### src/rtl/qspi_flash_controller.sv
`timescale 1ns/1ps
// Read-only quad-SPI NOR flash streamer: issues Fast Read Quad I/O (0xEB) and assembles bytes into words.
// Define QSPI_INPUT_REG_EN to register spi_data_in for one clk before nibble capture.
module qspi_flash_controller #(
    parameter int DATA_WIDTH_BYTES = 1,
    parameter int ADDR_BITS        = 24
) (
    input  logic                            clk,
    input  logic                            reset,
    input  logic [3:0]                      spi_data_in,
    output logic [3:0]                      spi_data_out,
    output logic [3:0]                      spi_data_oe,
    output logic                            spi_select,
    output logic                            spi_clk_out,
    input  logic [ADDR_BITS-1:0]            addr_in,
    input  logic                            start_read,
    input  logic                            stall_read,
    input  logic                            stop_read,
    output logic [8*DATA_WIDTH_BYTES-1:0]   data_out,
    output logic                            data_ready,
    output logic                            busy
);

    localparam int W         = 8 * DATA_WIDTH_BYTES;
    localparam int SH_W      = ADDR_BITS + 8;
    localparam int ADDR_NIBS = ADDR_BITS / 4;
    localparam int CNT_W     = $clog2(ADDR_NIBS + 8);
    localparam int BYTE_W    = (DATA_WIDTH_BYTES > 1) ? $clog2(DATA_WIDTH_BYTES) : 1;
    localparam logic [7:0]        FAST_READ_QUAD = 8'hEB;
    localparam logic [BYTE_W-1:0] LAST_BYTE      = BYTE_W'(DATA_WIDTH_BYTES - 1);

    typedef enum logic [2:0] {IDLE, CMD, ADDR, MODE, DUMMY, DATA, STALL} state_t;

    state_t             state_q, state_d;
    logic [CNT_W-1:0]   cnt_q, cnt_d;
    logic [SH_W-1:0]    sh_q, sh_d;
    logic               sck_q, sck_d;
    logic               sel_q, sel_d;
    logic [3:0]         oe_q, oe_d;
    logic [3:0]         sdo_q, sdo_d;
    logic               busy_q, busy_d;
    logic [W-1:0]       data_q, data_d;
    logic               ready_q, ready_d;
    logic [3:0]         hi_q, hi_d;
    logic               want_hi_q, want_hi_d;
    logic [BYTE_W-1:0]  byte_idx_q, byte_idx_d;
    logic [W-1:0]       acc_q, acc_d;

    logic               live;
    logic               fall;
    logic               cap_valid;
    logic [3:0]         cap_nib;

`ifdef QSPI_INPUT_REG_EN
    logic [3:0]         spi_in_q;
    logic               cap_pend_q, cap_pend_d;
`endif

    always_comb begin
        // NOTE: every _d starts from its _q so no path through this block can infer a latch.
        state_d    = state_q;
        cnt_d      = cnt_q;
        sh_d       = sh_q;
        sck_d      = sck_q;
        sel_d      = sel_q;
        oe_d       = oe_q;
        sdo_d      = sdo_q;
        busy_d     = busy_q;
        data_d     = data_q;
        ready_d    = ready_q;
        hi_d       = hi_q;
        want_hi_d  = want_hi_q;
        byte_idx_d = byte_idx_q;
        acc_d      = acc_q;

        unique case (state_q)
            IDLE: begin
                if (start_read) begin
                    state_d    = CMD;
                    busy_d     = 1'b1;
                    sel_d      = 1'b0;
                    sck_d      = 1'b0;
                    oe_d       = 4'b0001;
                    sdo_d      = {3'b000, FAST_READ_QUAD[7]};
                    sh_d       = {FAST_READ_QUAD[6:0], addr_in, 1'b0};
                    cnt_d      = CNT_W'(7);
                    want_hi_d  = 1'b1;
                    byte_idx_d = '0;
                    ready_d    = 1'b0;
                end
            end
            CMD, ADDR, MODE, DUMMY: begin
                sck_d = ~sck_q;
                // All output changes happen on the SCK falling edge.
                if (sck_q) begin
                    if (cnt_q != '0) begin
                        cnt_d = cnt_q - CNT_W'(1);
                        if (state_q == CMD) begin
                            sdo_d = {3'b000, sh_q[SH_W-1]};
                            sh_d  = sh_q << 1;
                        end else if (state_q == ADDR) begin
                            sdo_d = sh_q[SH_W-1 -: 4];
                            sh_d  = sh_q << 4;
                        end
                    end else begin
                        unique case (state_q)
                            CMD: begin
                                state_d = ADDR;
                                oe_d    = 4'b1111;
                                sdo_d   = sh_q[SH_W-1 -: 4];
                                sh_d    = sh_q << 4;
                                cnt_d   = CNT_W'(ADDR_NIBS - 1);
                            end
                            ADDR: begin
                                state_d = MODE;
                                sdo_d   = 4'hF;
                                cnt_d   = CNT_W'(1);
                            end
                            MODE: begin
                                state_d = DUMMY;
                                oe_d    = 4'b0000;
                                sdo_d   = 4'h0;
                                cnt_d   = CNT_W'(3);
                            end
                            default: state_d = DATA;
                        endcase
                    end
                end
            end
            DATA: begin
                if (ready_q && stall_read) begin
                    state_d = STALL;
                    sck_d   = 1'b0;
                end else begin
                    sck_d   = ~sck_q;
                    ready_d = 1'b0;
                end
            end
            STALL: begin
                if (!stall_read) begin
                    state_d = DATA;
                    sck_d   = 1'b1;
                    ready_d = 1'b0;
                end
            end
            default: state_d = IDLE;
        endcase

        if (busy_q && stop_read) begin
            state_d = IDLE;
            sel_d   = 1'b1;
            sck_d   = 1'b0;
            oe_d    = 4'b0000;
            sdo_d   = 4'h0;
            busy_d  = 1'b0;
            ready_d = 1'b0;
        end

        live = (state_d == DATA) || (state_d == STALL);
        fall = live && (state_q == DATA || state_q == STALL) && sck_q && !sck_d;

`ifdef QSPI_INPUT_REG_EN
        // The pin value registered at the fall is consumed one edge later, even inside STALL.
        cap_pend_d = fall;
        cap_valid  = cap_pend_q && live;
        cap_nib    = spi_in_q;
`else
        cap_valid  = fall;
        cap_nib    = spi_data_in;
`endif

        if (cap_valid) begin
            if (want_hi_q) begin
                hi_d      = cap_nib;
                want_hi_d = 1'b0;
            end else begin
                want_hi_d = 1'b1;
                acc_d[{byte_idx_q, 3'b000} +: 8] = {hi_q, cap_nib};
                if (byte_idx_q == LAST_BYTE) begin
                    data_d     = acc_d;
                    ready_d    = 1'b1;
                    byte_idx_d = '0;
                end else begin
                    byte_idx_d = byte_idx_q + BYTE_W'(1);
                end
            end
        end
    end

    always_ff @(posedge clk) begin
        if (reset) begin
            state_q    <= IDLE;
            cnt_q      <= '0;
            sh_q       <= '0;
            sck_q      <= 1'b0;
            sel_q      <= 1'b1;
            oe_q       <= 4'b0000;
            sdo_q      <= 4'h0;
            busy_q     <= 1'b0;
            data_q     <= '0;
            ready_q    <= 1'b0;
            hi_q       <= 4'h0;
            want_hi_q  <= 1'b1;
            byte_idx_q <= '0;
            acc_q      <= '0;
`ifdef QSPI_INPUT_REG_EN
            spi_in_q   <= 4'h0;
            cap_pend_q <= 1'b0;
`endif
        end else begin
            // NOTE: non-blocking updates make every flop see the pre-edge value of its peers.
            state_q    <= state_d;
            cnt_q      <= cnt_d;
            sh_q       <= sh_d;
            sck_q      <= sck_d;
            sel_q      <= sel_d;
            oe_q       <= oe_d;
            sdo_q      <= sdo_d;
            busy_q     <= busy_d;
            data_q     <= data_d;
            ready_q    <= ready_d;
            hi_q       <= hi_d;
            want_hi_q  <= want_hi_d;
            byte_idx_q <= byte_idx_d;
            acc_q      <= acc_d;
`ifdef QSPI_INPUT_REG_EN
            spi_in_q   <= spi_data_in;
            cap_pend_q <= cap_pend_d;
`endif
        end
    end

    assign spi_data_out = sdo_q;
    assign spi_data_oe  = oe_q;
    assign spi_select   = sel_q;
    assign spi_clk_out  = sck_q;
    assign data_out     = data_q;
    assign data_ready   = ready_q;
    assign busy         = busy_q;

endmodule

### config.mk
export PLATFORM = sky130hd
export DESIGN_NAME = qspi_flash_controller
export DESIGN_NICKNAME = d
export VERILOG_FILES = /design/src/rtl/qspi_flash_controller.sv
export SDC_FILE = /design/constraint.sdc
export NUM_CORES = 1
export LEC_CHECK = 0
export BUFFER_PORTS_ARGS = -buffer_cell sky130_fd_sc_hd__buf_2
export CORE_ASPECT_RATIO = 0.6
export CORE_MARGIN = 5
export CORE_UTILIZATION = 45
export DETAILED_ROUTE_END_ITERATION = 6
export PLACE_DENSITY_LB_ADDON = 0.12
export SYNTH_ARGS = -nofsm -noshare
export SYNTH_HDL_FRONTEND = slang
export SYNTH_SLANG_ARGS = --single-unit
### constraint.sdc
create_clock -name clk -period 4.8 [get_ports clk]
set_input_delay 0 -clock clk [delete_from_list [all_inputs] [get_ports clk]]
set_output_delay 0 -clock clk [all_outputs]
set_load 0.05 [all_outputs]
# Word level (Yosys, flattened, before mapping)

Cells that the tools add are included.

Bits in registers: 73
Latch bits: 0
Memory bits (writable): 0
ROM bits: 0
Bits of input ports: 33
Logic and storage cells: 117
Memories kept: 0

Add/subtract/negate cells: 3
Multiply operators: 0
Div/mod/pow operators: 0
$lt $le $gt $ge: 0
Equal/unequal tests: 17
Shift-type cells: 2
Multiplexer cells: 54
Bitwise operators: 3
Reductions and logical operators: 24

Operators by type and width:

| kind                  | count |
|---|---|
| $mux 32               | 6 |
| $pmux 32 s2           | 1 |
| $mux 4                | 10 |
| $pmux 4 s2            | 4 |
| $pmux 4 s3            | 2 |
| $mux 1                | 20 |
| $mux 3                | 6 |
| $eq 3x3->1 const B    | 5 |
| $reduce_and 5->1      | 3 |
| $pmux 3 s4            | 1 |
| $ne 3x3->1 const B    | 3 |
| $pmux 3 s3            | 1 |
| $bwmux 8              | 1 |
| $ne 4x4->1 const B    | 2 |
| $reduce_and 2->1      | 4 |
| $shift 8x6->8 const A | 1 |
| $shiftx 8x6->8        | 1 |
| $eq 3x2->1 const B    | 2 |
| $ne 2x2->1 const B    | 3 |
| $neg 4->6             | 1 |
| $reduce_bool 2->1     | 3 |
| $logic_and 1x1->1     | 5 |
| $ne 5x5->1 const B    | 1 |
| $pmux 1 s4            | 1 |
| other kinds (13)      | 16 |

# Logic depth before layout (Yosys ltp)

Gate-level depths: netlist (run 1).

Depth in word-level cells: 13
Mapped depth: 8
Mapped depth without buffers: 6

# Worst setup path after synthesis (run 1)

Ideal clock, no wire load.

Path type: flip-flop to flip-flop
From: register sck_q, in the netlist spi_clk_out
To: register sh_q[28]
Library setup time: 0.086 ns
Arrival: 1.837 ns
Path slack: 2.877 ns
Stages on the path, launching flop included: 8
Path buffers: 3
Period minus slack after synthesis: 1.923 ns
Path through: dfxtp_1 > buf_2 > nor2b_1 > a32o_1 > buf_6 > buf_4 > nor2_1 > a211oi_1

Cells in the longest elaborated chain, start to end: 2

Ends and longest elaborated chain:

| item                              | line | text |
|---|---|---|
| start, declared                   | 37   | `logic sck_q, sck_d;` |
| start signal, assigned            | 215  | `sck_q <= sck_d;` |
| $ne 2x2->1 (no source line)       | -    |  |
| $reduce_and 5->1 (no source line) | -    |  |
| end signal, assigned              | 194  | `sh_q <= '0;` |
| end signal, assigned              | 214  | `sh_q <= sh_d;` |
| end, declared                     | 36   | `logic [SH_W-1:0] sh_q, sh_d;` |

Every way passes these cells.
A chain may end at the register's enable or synchronous reset.

# Final worst setup path (run 1)

From: register state_q[1]
To: register sh_q[19]

Cells in the longest elaborated chain, start to end: 5
Elaborated cells between the ends (all ways): 16
Classes of those cells: 8 x eq/ne; 4 x mux; 4 x reduce/logical

Ends and longest elaborated chain:

| item                   | line        | text |
|---|---|---|
| start, declared        | 34          | `state_t state_q, state_d;` |
| start signal, assigned | 212         | `state_q <= state_d;` |
| $eq 3x1->1             | 76, 98, 106 |  |
| $mux 32                | 98          | `if (state_q == CMD) begin` |
| $mux 32                | 96          | `if (cnt_q != '0) begin` |
| $mux 32                | 95          | `if (sck_q) begin` |
| $pmux 32 s2            | 76          | `unique case (state_q)` |

Several ways; a longest one is shown, not always the timed one. The select of a mux whose other input is x is not followed.

==> results of run 1 <==
==> stage by stage <==
step           setup WS [ns]  util [%]  hold slack [ns]
2_1_floorplan           2.88         -            0.133
3_3_place_gp            2.15      49.1            0.245
3_5_place_dp            2.04      49.1            0.242
4_1_cts                 2.01      56.3          0.00306
5_1_grt                 1.78      56.3           0.0436
6_report                1.98      56.3          0.00435
==> final cells by class <==
cell class	count	area [um2]
fill	663	3120
multi-input combinational	246	1830
sequential	62	1240
timing repair buffer	82	546
clock buffer	11	253
tap	91	114
clock inverter	4	22.5
inverter	5	18.8
==> worst reg2reg max path: cells and delay by family, from the launching register on <==
family	cells	cell delay [ns]
compound gates	2	0.43
flops	1	0.79
simple gates	2	0.72
buf+inv	2	0.78
==> how the worst max path moves through the flow <==
stage	to	cells after the start	slack (ns)	startpoint
2_1_floorplan	sh_q[28]	7	2.88	spi_clk_out
3_3_place_gp	sh_q[8]	6	2.15	state_q[1]
3_5_place_dp	sh_q[19]	6	2.04	state_q[1]
4_1_cts	sh_q[19]	6	2.01	state_q[1]
5_1_grt	sh_q[19]	6	1.78	state_q[1]
6_report	sh_q[19]	6	1.98	state_q[1]
==> sequential cells by signal (all words and copies together) (netlist names) <==
register      count
busy              1
spi_clk_out       1
cnt_q             4
spi_select        1
want_hi_q         1
byte_idx_q        1
hi_q              4
sh_q             31
spi_data_out      4
data_ready        1
data_out          8
spi_data_oe       2
state_q           3
==> repair_timing <==
item                                   in CTS  in global routing
hold buffers                               24                  0
endpoints found under the hold margin      28                  0
buffers inserted                            0                  0
==> routing by layer <==
metal / wire length, um / GRT usage [%]
met1: 4380 / 26.8
met2: 3230 / 26.1
met3: 410 / 6.08
met4: 46 / 4.70
met5: 0 / 0
==> layout by cell type (no fill, tap or decap), types with 7 or more instances in the layout <==
cell type      Yosys  layout
a211oi_1           7       7
a21oi_1           14      14
a22o_1             8       8
buf_2             11      52
clkbuf_16          0       9
dfxtp_1           62      62
dlygate4sd3_1      0      24
mux2i_1           32      32
nand2_1           10      10
nand2b_1          27      27
nand4b_1          20      20
nor2_1            26      26
o21ai_0            8       8
o221ai_1          20      20
==> cells by family (layout without fill, tap and decap cells) <==
logic type	after synthesis	count (layout)	share of synthesized area [%]
simple gates	126	126	24.6
compound gates	84	84	20.2
flops	62	62	38.2
buf+inv	38	102	5.97
mux	33	33	10.2
xor+xnor	2	2	0.539
fa+ha+maj	1	1	0.385
==> power by group <==
group	internal (mW)	leakage, nW	switching, mW
sequential	0.573	0.507	0.0612
combinational	0.175	0.881	0.248
clock	0.371	0.137	0.230
==> cells in the mapped netlist, types with 2 or more instances <==
library cell | instances | area share, %
xnor2_1 | 2 | 0.54
a211oi_1 | 7 | 1.6
nand4bb_1 | 2 | 0.69
nand3_1 | 6 | 0.92
clkbuf_1 | 13 | 1.5
nand4_1 | 3 | 0.58
a22o_1 | 8 | 2.2
dfxtp_1 | 62 | 38
inv_1 | 5 | 0.58
o221ai_1 | 20 | 5.4
a22oi_1 | 5 | 1.2
buf_2 | 11 | 1.7
o32ai_2 | 2 | 1.0
o32ai_1 | 2 | 0.54
nor3_1 | 6 | 0.92
a221o_1 | 3 | 0.92
buf_4 | 6 | 1.4
nor3b_1 | 3 | 0.69
mux2i_1 | 32 | 9.9
buf_6 | 2 | 0.69
nand2_1 | 10 | 1.2
nor3b_2 | 2 | 0.77
a31oi_1 | 2 | 0.38
a211oi_2 | 3 | 1.2
o21ai_0 | 8 | 1.2
nor2b_1 | 5 | 0.96
nand3b_1 | 4 | 0.92
nor2_1 | 26 | 3.0
o21bai_1 | 2 | 0.46
o211ai_1 | 2 | 0.46
a21o_1 | 2 | 0.46
and2_1 | 2 | 0.38
nand2b_1 | 27 | 5.2
a21oi_1 | 14 | 2.2
nand4b_1 | 20 | 5.4
==> impl_metrics.py, run 1 <==
metrics = {
    "hold_path": {
        "hold_start": "addr_in[8]",
        "hp-class": "in -> reg",
        "min_path_cells": 3,
        "hold_path_end": "sh_q[9]",
    },
    "critical_path": {
        "crit_path_max_fanout": 57,
        "endpoint_kind": "flop",
        "r2r_start": "state_q[1]",
        "rr_endpoint": "sh_q[19]",
        "cp_num_buf_inv": 2,
        "cp_slowest_cell": "dfxtp_1",
        "crit_chain": "nor2b_1, a32o_2, buf_4, nand3b_1, buf_4, o221ai_1",
        "setup.worst_path.start_class": "flop",
        "crit_path_max_incr_delay_ns": 0.79,
        "critPathArrivalTime_ns": 3.05,
        "ff2ff_setup_slack_ns": 1.98,
        "r2r.worst_path.cells": 6,
        "worstPathRequired_ns": 5.03,
        "crit_family": "flip-flops",
        "path_class": "reg -> reg",
        "cpMostUsedCell": "buf_4",
    },
    "grt": {
        "track_usage_pct": 18.4,
        "overflow": 0,
        "antenna_found_initial": 0,
        "grt_pass1_wl_mm": 13.3,
        "grt_max_degree": 58,
        "grt_pass1_vias": 2625,
    },
    "die": {
        "fp.dieH_um": 75.8,
        "num_rows": 24,
        "io_pins": 53,
        "dieArea_um2": 9080,
        "core_um2": 7150,
        "start_util_pct": 45.5,
        "fp.dieW_um": 120,
    },
    "clock_network": {
        "cts_max_path_buffers": 2,
        "cts-root-buf": "clkbuf_16",
        "clk_pin_slew_ns": 0.05,
        "cts_buffers": 9,
        "cts_max_level": 3,
        "insertion_delay_ns": 0.33,
        "post_cts_resize_count": 0,
        "cts_tree": "done",
        "numClockSinks": 62,
    },
    "route": {
        "drt_wl_total_mm": 8.07,
        "wl_per_cell_um": 16.1,
        "dr.pass1.iters": 5,
        "vias": 2840,
        "drtIter0Drc": 213,
        "viasPerCell": 5.67,
        "drtAntennaViolNets": 0,
        "post-route-drc-count": 0,
    },
    "synthesis": {
        "synth-edff-count": 0,
        "synth_cells": 346,
        "ys_seq_area_share_pct": 38.2,
        "syn_avg_cell_area_um2": 9.39,
        "synth_warnings": 0,
        "synth_fp_nets": 380,
        "synth.distinct_cells": 52,
        "yosys_most_used_dff": "dfxtp_1",
        "async_flop_share_pct": 0,
        "synth_area_um2": 3250,
        "ys_ff_latch": 62,
    },
    "finish": {
        "layout.nets": 440,
        "drive_above_1_share_pct": 20.7,
        "postLayoutCellArea_um2": 4030,
        "stdcell_count": 501,
        "syn2layout_area_growth_pct": 23.8,
        "antenna_cells": 0,
    },
    "sta": {
        "tightest_slew_ns": 0.734,
        "rsz0062_at_grt": "no",
        "period_share_pct": 58.7,
        "fmax_mhz": 355,
        "setup_tns_ns": 0,
        "drv_slew": 0,
        "report.final.setup_viol": 0,
        "final_hold_viol_count": 0,
        "skew_ns": 0.00600,
        "period_needed_ns": 2.82,
        "relSlewSlack_pct": 51.0,
    },
    "place": {
        "place_congestion": 0.832,
        "dp_cells": 462,
        "dpl-instance-area_um2": 3510,
        "port_buffers": 52,
        "detailed_place_hpwl_mm": 5.30,
    },
    "run": {
        "cap_violations": 0,
    },
    "status": {
        "outcome": "finished clean",
    },
    "power_and_ir_drop": {
        "power.static_leakage_nw": 1.53,
        "p_per_area_nw_per_um2": 412,
        "vdd_ir_drop_max_uv": 230,
        "finalPower_mw": 1.66,
    },
}
(Power assumes the default switching activity.)
==> run 2: changes to the inputs <==
- clock period: 4.8 -> 2.7 ns (I/O delays scaled with it)
==> run 2 against run 1 <==
Net effect:
- routed wire length up 3.3%
- register-to-register slack worse by 1.5 ns
- critical path type unchanged
- non-clock buffer count up 7
- clock-buffer cell count down 1
- clock power up 96%
- die area unchanged
- via count up 2.7%
- worst hold slack better by 0.043 ns
- combinational power up 90%
==> impl_metrics.py, run 2 (synthesis gave the netlist of run 1 again) <==
metrics = {
    "status": {
        "outcome": "finished clean",
    },
    "finish": {
        "antenna_cells": 0,
        "final_cell_mix": "62 x dfxtp_1, 52 x buf_2, 32 x mux2i_1",
        "drive_above_1_share_pct": 22.0,
        "final_common_cell": "dfxtp_1",
        "top_register": "sh_q",
        "layout.nets": 447,
        "syn2layout_area_growth_pct": 27.3,
        "postLayoutCellArea_um2": 4140,
        "stdcell_count": 509,
        "largest_reg_flops": 31,
        "post-route-util_pct": 57.9,
    },
    "critical_path": {
        "worstPathRequired_ns": 2.95,
        "critPathArrivalTime_ns": 2.43,
        "crit_path_max_fanout": 56,
        "setup.worst_path.start_class": "flop",
        "path_class": "reg -> reg",
        "endpoint_kind": "flop",
    },
    "die": {
        "num_rows": 24,
        "start_util_pct": 45.5,
        "fp.dieW_um": 120,
        "io_pins": 53,
        "fp.dieH_um": 75.8,
        "core_um2": 7150,
        "dieArea_um2": 9080,
    },
    "route": {
        "drtIter0Drc": 201,
        "drt_wl_total_mm": 8.33,
        "viasPerCell": 5.73,
        "dr.pass1.iters": 4,
        "wl_per_cell_um": 16.4,
        "drtAntennaViolNets": 0,
        "vias": 2917,
        "post-route-drc-count": 0,
    },
    "grt": {
        "track_usage_pct": 19.4,
        "grt_pass1_wl_mm": 13.8,
        "grt_max_degree": 57,
        "grt_pass1_vias": 2616,
        "overflow": 0,
        "antenna_found_initial": 0,
    },
    "clock_network": {
        "clk_pin_slew_ns": 0.05,
        "cts_buffers": 9,
        "cts_hold_buf": 25,
        "numClockSinks": 62,
        "cts_max_path_buffers": 2,
        "cts-root-buf": "clkbuf_16",
        "post_cts_resize_count": 0,
        "post_cts_buffers": 0,
        "cts_max_level": 3,
        "insertion_delay_ns": 0.33,
        "cts_tree": "done",
    },
    "place": {
        "port_buffers": 52,
        "detailed_place_hpwl_mm": 5.50,
        "place_congestion": 0.847,
        "dpl-instance-area_um2": 3580,
        "preCtsSetupSlack_ns": 0.531,
        "dp_cells": 468,
    },
    "power_and_ir_drop": {
        "finalPower_mw": 3.11,
        "power.static_leakage_nw": 1.57,
        "power.share.clock_pct": 38.0,
        "seq_power_share_pct": 36.1,
        "swShare_pct": 32.4,
        "p_per_area_nw_per_um2": 752,
        "comb_power_share_pct": 25.8,
        "power.switching_mw": 1.01,
        "vdd_ir_drop_max_uv": 355,
        "p_int_mw": 2.11,
    },
    "sta": {
        "hold_slack_ns": 0.0472,
        "relSlewSlack_pct": 58.2,
        "rsz0062_at_grt": "no",
        "report.final.setup_viol": 0,
        "period_needed_ns": 2.18,
        "drv_slew": 0,
        "setup_tns_ns": 0,
        "tightest_slew_ns": 0.627,
        "final_hold_viol_count": 0,
        "period_share_pct": 80.7,
        "finalWorstSetupSlack_ns": 0.522,
        "fmax_mhz": 459,
        "skew_ns": 0.00455,
    },
    "run": {
        "cap_violations": 0,
    },
    "hold_path": {
        "hp-class": "in -> reg",
    },
}
-- run 2: changes by cell type in the layout (fill, tap and decap cells not counted), moves of 2 or more --
cell | previous run | this run
buf_12 | 0 | 2
buf_4 | 6 | 10
clkinv_2 | 3 | 0
clkinvlp_4 | 1 | 3
-- run 2: area by class of cell --
class                   instances  area [um2]
flip-flops and latches         62        1240
clock inverters                 6        70.1
fillers                       632        3010
repair buffers                 89         626
inverters                       5        18.8
multi-input cells             246        1830
clock buffers                  10         239
well taps                      91         114
-- run 2: critical path: stages, from the launching register on --
cell and delay [ns]:
dfxtp_1 0.31, inv_1 0.11, ha_1 0.24, or3b_1 0.45, a32o_2 0.31, buf_12 0.20, and2_1 0.24, a211oi_1 0.23
-- run 2: power groups by stage --
stage | Sequential [mW] | Clock (mW) | Combinational (mW)
2_1_floorplan | 1.14 | 0 | 0.566
3_3_place_gp | 1.14 | 0 | 0.763
3_5_place_dp | 1.14 | 0 | 0.771
4_1_cts | 1.12 | 1.21 | 0.803
5_1_grt | 1.14 | 1.25 | 0.883
6_report | 1.12 | 1.18 | 0.804
-- run 2: worst paths after layout --
| check | end | cells past startpoint | slack [ns] | startpoint |
|---|---|---|---|---|
| setup / recovery | sh_q[30] | 7 | 0.52 | cnt_q[0] |
| hold / removal | spi_select | 4 | 0.05 | stop_read |
| setup reg to reg | sh_q[30] | 7 | 0.52 | cnt_q[0] |
| hold reg to reg | spi_select | 2 | 0.44 | spi_select |
-- run 2: layer usage --
metal	part of all wire, %	GRT usage, %
met1	54	29.5
met2	39	25.7
met3	5.7	6.01
met4	1.2	5.71
met5	0	0
==> run 3: changes to the inputs <==
- clock period: 2.7 -> 1.79 ns (I/O delays scaled with it)
==> run 3 against run 2 <==
Net effect:
- the flow now finishes with violations (setup timing)
- sequential cell count is the same
- via count grew 3.7%
- register-to-register slack lost 0.61 ns
- combinational power grew 92%
- clock power grew 59%
- global-route usage grew 0.58 points
- die area is the same
- design area grew 12%
- worst setup slack lost 0.61 ns
- critical path depth grew 1
- sequential power grew 52%
==> impl_metrics.py, run 3 (synthesis gave the netlist of run 1 again) <==
metrics = {
    "route": {
        "post-route-drc-count": 0,
        "drtAntennaViolNets": 0,
        "dr.pass1.iters": 5,
        "wl_per_cell_um": 17.5,
        "drt_wl_total_mm": 9.29,
        "viasPerCell": 5.69,
        "drtIter0Drc": 316,
        "vias": 3025,
    },
    "clock_network": {
        "cts_max_level": 3,
        "cts_tree": "done",
        "cts-root-buf": "clkbuf_16",
        "cts_buffers": 9,
        "insertion_delay_ns": 0.33,
        "cts_max_path_buffers": 2,
        "clk_pin_slew_ns": 0.05,
        "numClockSinks": 62,
    },
    "status": {
        "outcome": "finished, violations left",
        "violations": "setup timing",
    },
    "die": {
        "core_um2": 7150,
        "fp.dieH_um": 75.8,
        "num_rows": 24,
        "dieArea_um2": 9080,
        "start_util_pct": 45.5,
        "fp.dieW_um": 120,
        "io_pins": 53,
    },
    "sta": {
        "period_needed_ns": 1.87,
        "fmax_mhz": 534,
        "period_share_pct": 105,
        "hold_slack_ns": 0.0832,
        "final_hold_viol_count": 0,
        "report.final.setup_viol": 24,
        "tightest_slew_ns": 0.354,
        "setup_tns_ns": -1.42,
        "relSlewSlack_pct": 76.4,
        "rsz0062_at_grt": "yes",
        "skew_ns": 0.00579,
        "finalWorstSetupSlack_ns": -0.0830,
        "drv_slew": 0,
    },
    "critical_path": {
        "r2r.worst_path.cells": 8,
        "setup.worst_path.start_class": "flop",
        "endpoint_kind": "flop",
        "crit_path_max_incr_delay_ns": 0.38,
        "crit_chain": "inv_2, ha_4, or3b_4, a32o_2, nand3b_1, buf_6, clkbuf_16, o221ai_2",
        "worstPathRequired_ns": 2.00,
        "path_class": "reg -> reg",
        "crit_path_max_fanout": 5,
        "cp_slowest_cell": "or3b_4",
        "critPathArrivalTime_ns": 2.08,
    },
    "grt": {
        "antenna_found_initial": 0,
        "overflow": 0,
        "grt_max_degree": 54,
        "grt_pass1_wl_mm": 14.3,
        "grt_pass1_vias": 2818,
        "track_usage_pct": 20.0,
    },
    "power_and_ir_drop": {
        "p_per_area_nw_per_um2": 1110,
        "vdd_ir_drop_max_uv": 577,
        "finalPower_mw": 5.12,
        "power.static_leakage_nw": 1.76,
    },
    "finish": {
        "syn2layout_area_growth_pct": 42.1,
        "post-route-util_pct": 64.7,
        "postLayoutCellArea_um2": 4620,
        "final_cell_mix": "59 x dfxtp_1, 52 x buf_2, 32 x mux2i_1",
        "nFillCells": 595,
        "top_register": "sh_q",
        "final_common_cell": "dfxtp_1",
        "layout.nets": 470,
        "largest_reg_flops": 31,
        "stdcell_count": 532,
        "drive_above_1_share_pct": 34.5,
        "antenna_cells": 0,
    },
    "run": {
        "cap_violations": 0,
    },
    "place": {
        "preCtsSetupSlack_ns": -0.0284,
        "dp_cells": 482,
        "detailed_place_hpwl_mm": 5.87,
        "dpl-instance-area_um2": 3730,
        "place_congestion": 0.821,
        "port_buffers": 52,
    },
    "hold_path": {
        "min_path_cells": 4,
        "hp-class": "in -> reg",
    },
}
run 3: layout make-up:
class / count / area, um2 / share of cell area (%)
well taps: 91 / 114 / 2.46
clock inverters: 5 / 81.3 / 1.76
clock buffers: 11 / 243 / 5.25
multi-input cells: 246 / 2030 / 43.9
flip-flops and latches: 62 / 1240 / 26.9
inverters: 5 / 18.8 / 0.406
repair buffers: 112 / 888 / 19.2
run 3: path summary, 6_finish.rpt:
path / startpoint / endpoint / slack, ns
setup reg to reg: cnt_q[0] / sh_q[5] / -0.08
setup / recovery: cnt_q[0] / sh_q[5] / -0.08
hold / removal: stop_read / spi_select / 0.08
hold reg to reg: spi_select / spi_select / 0.44
run 3: per-layer routing:
layer / global-route usage (%) / vias up / part of all wire [%]
li1: - / 1489 / -
met1: 28.4 / 1442 / 49
met2: 29.4 / 88 / 43
met3: 6.45 / 6 / 6.8
met4: 4.82 / 0 / 0.76
met5: 0 / - / 0
run 3: critical path, delay by kind of cell (launching register included):
kind / cells / cell delay [ns]
and+or+nand+nor: 2 / 0.49
AOI/OAI and AO/OA: 2 / 0.41
buffers and inverters: 3 / 0.39
DFF: 1 / 0.32
adders and majority gates: 1 / 0.14
run 3: where the power goes:
part           leakage, nW  switching, mW  internal [mW]
clock                0.156          0.621           1.26
combinational         1.10          0.841          0.704
sequential           0.508          0.157           1.54
total                 1.76           1.62           3.50
run 3: repair_timing:
action	CTS	global route
setup endpoints to repair	24	47
pin swaps	0	24
gates resized for setup	4	37
gates cloned	1	2
hold endpoints to repair	31	0
setup buffers	3	2
hold buffers	26	0
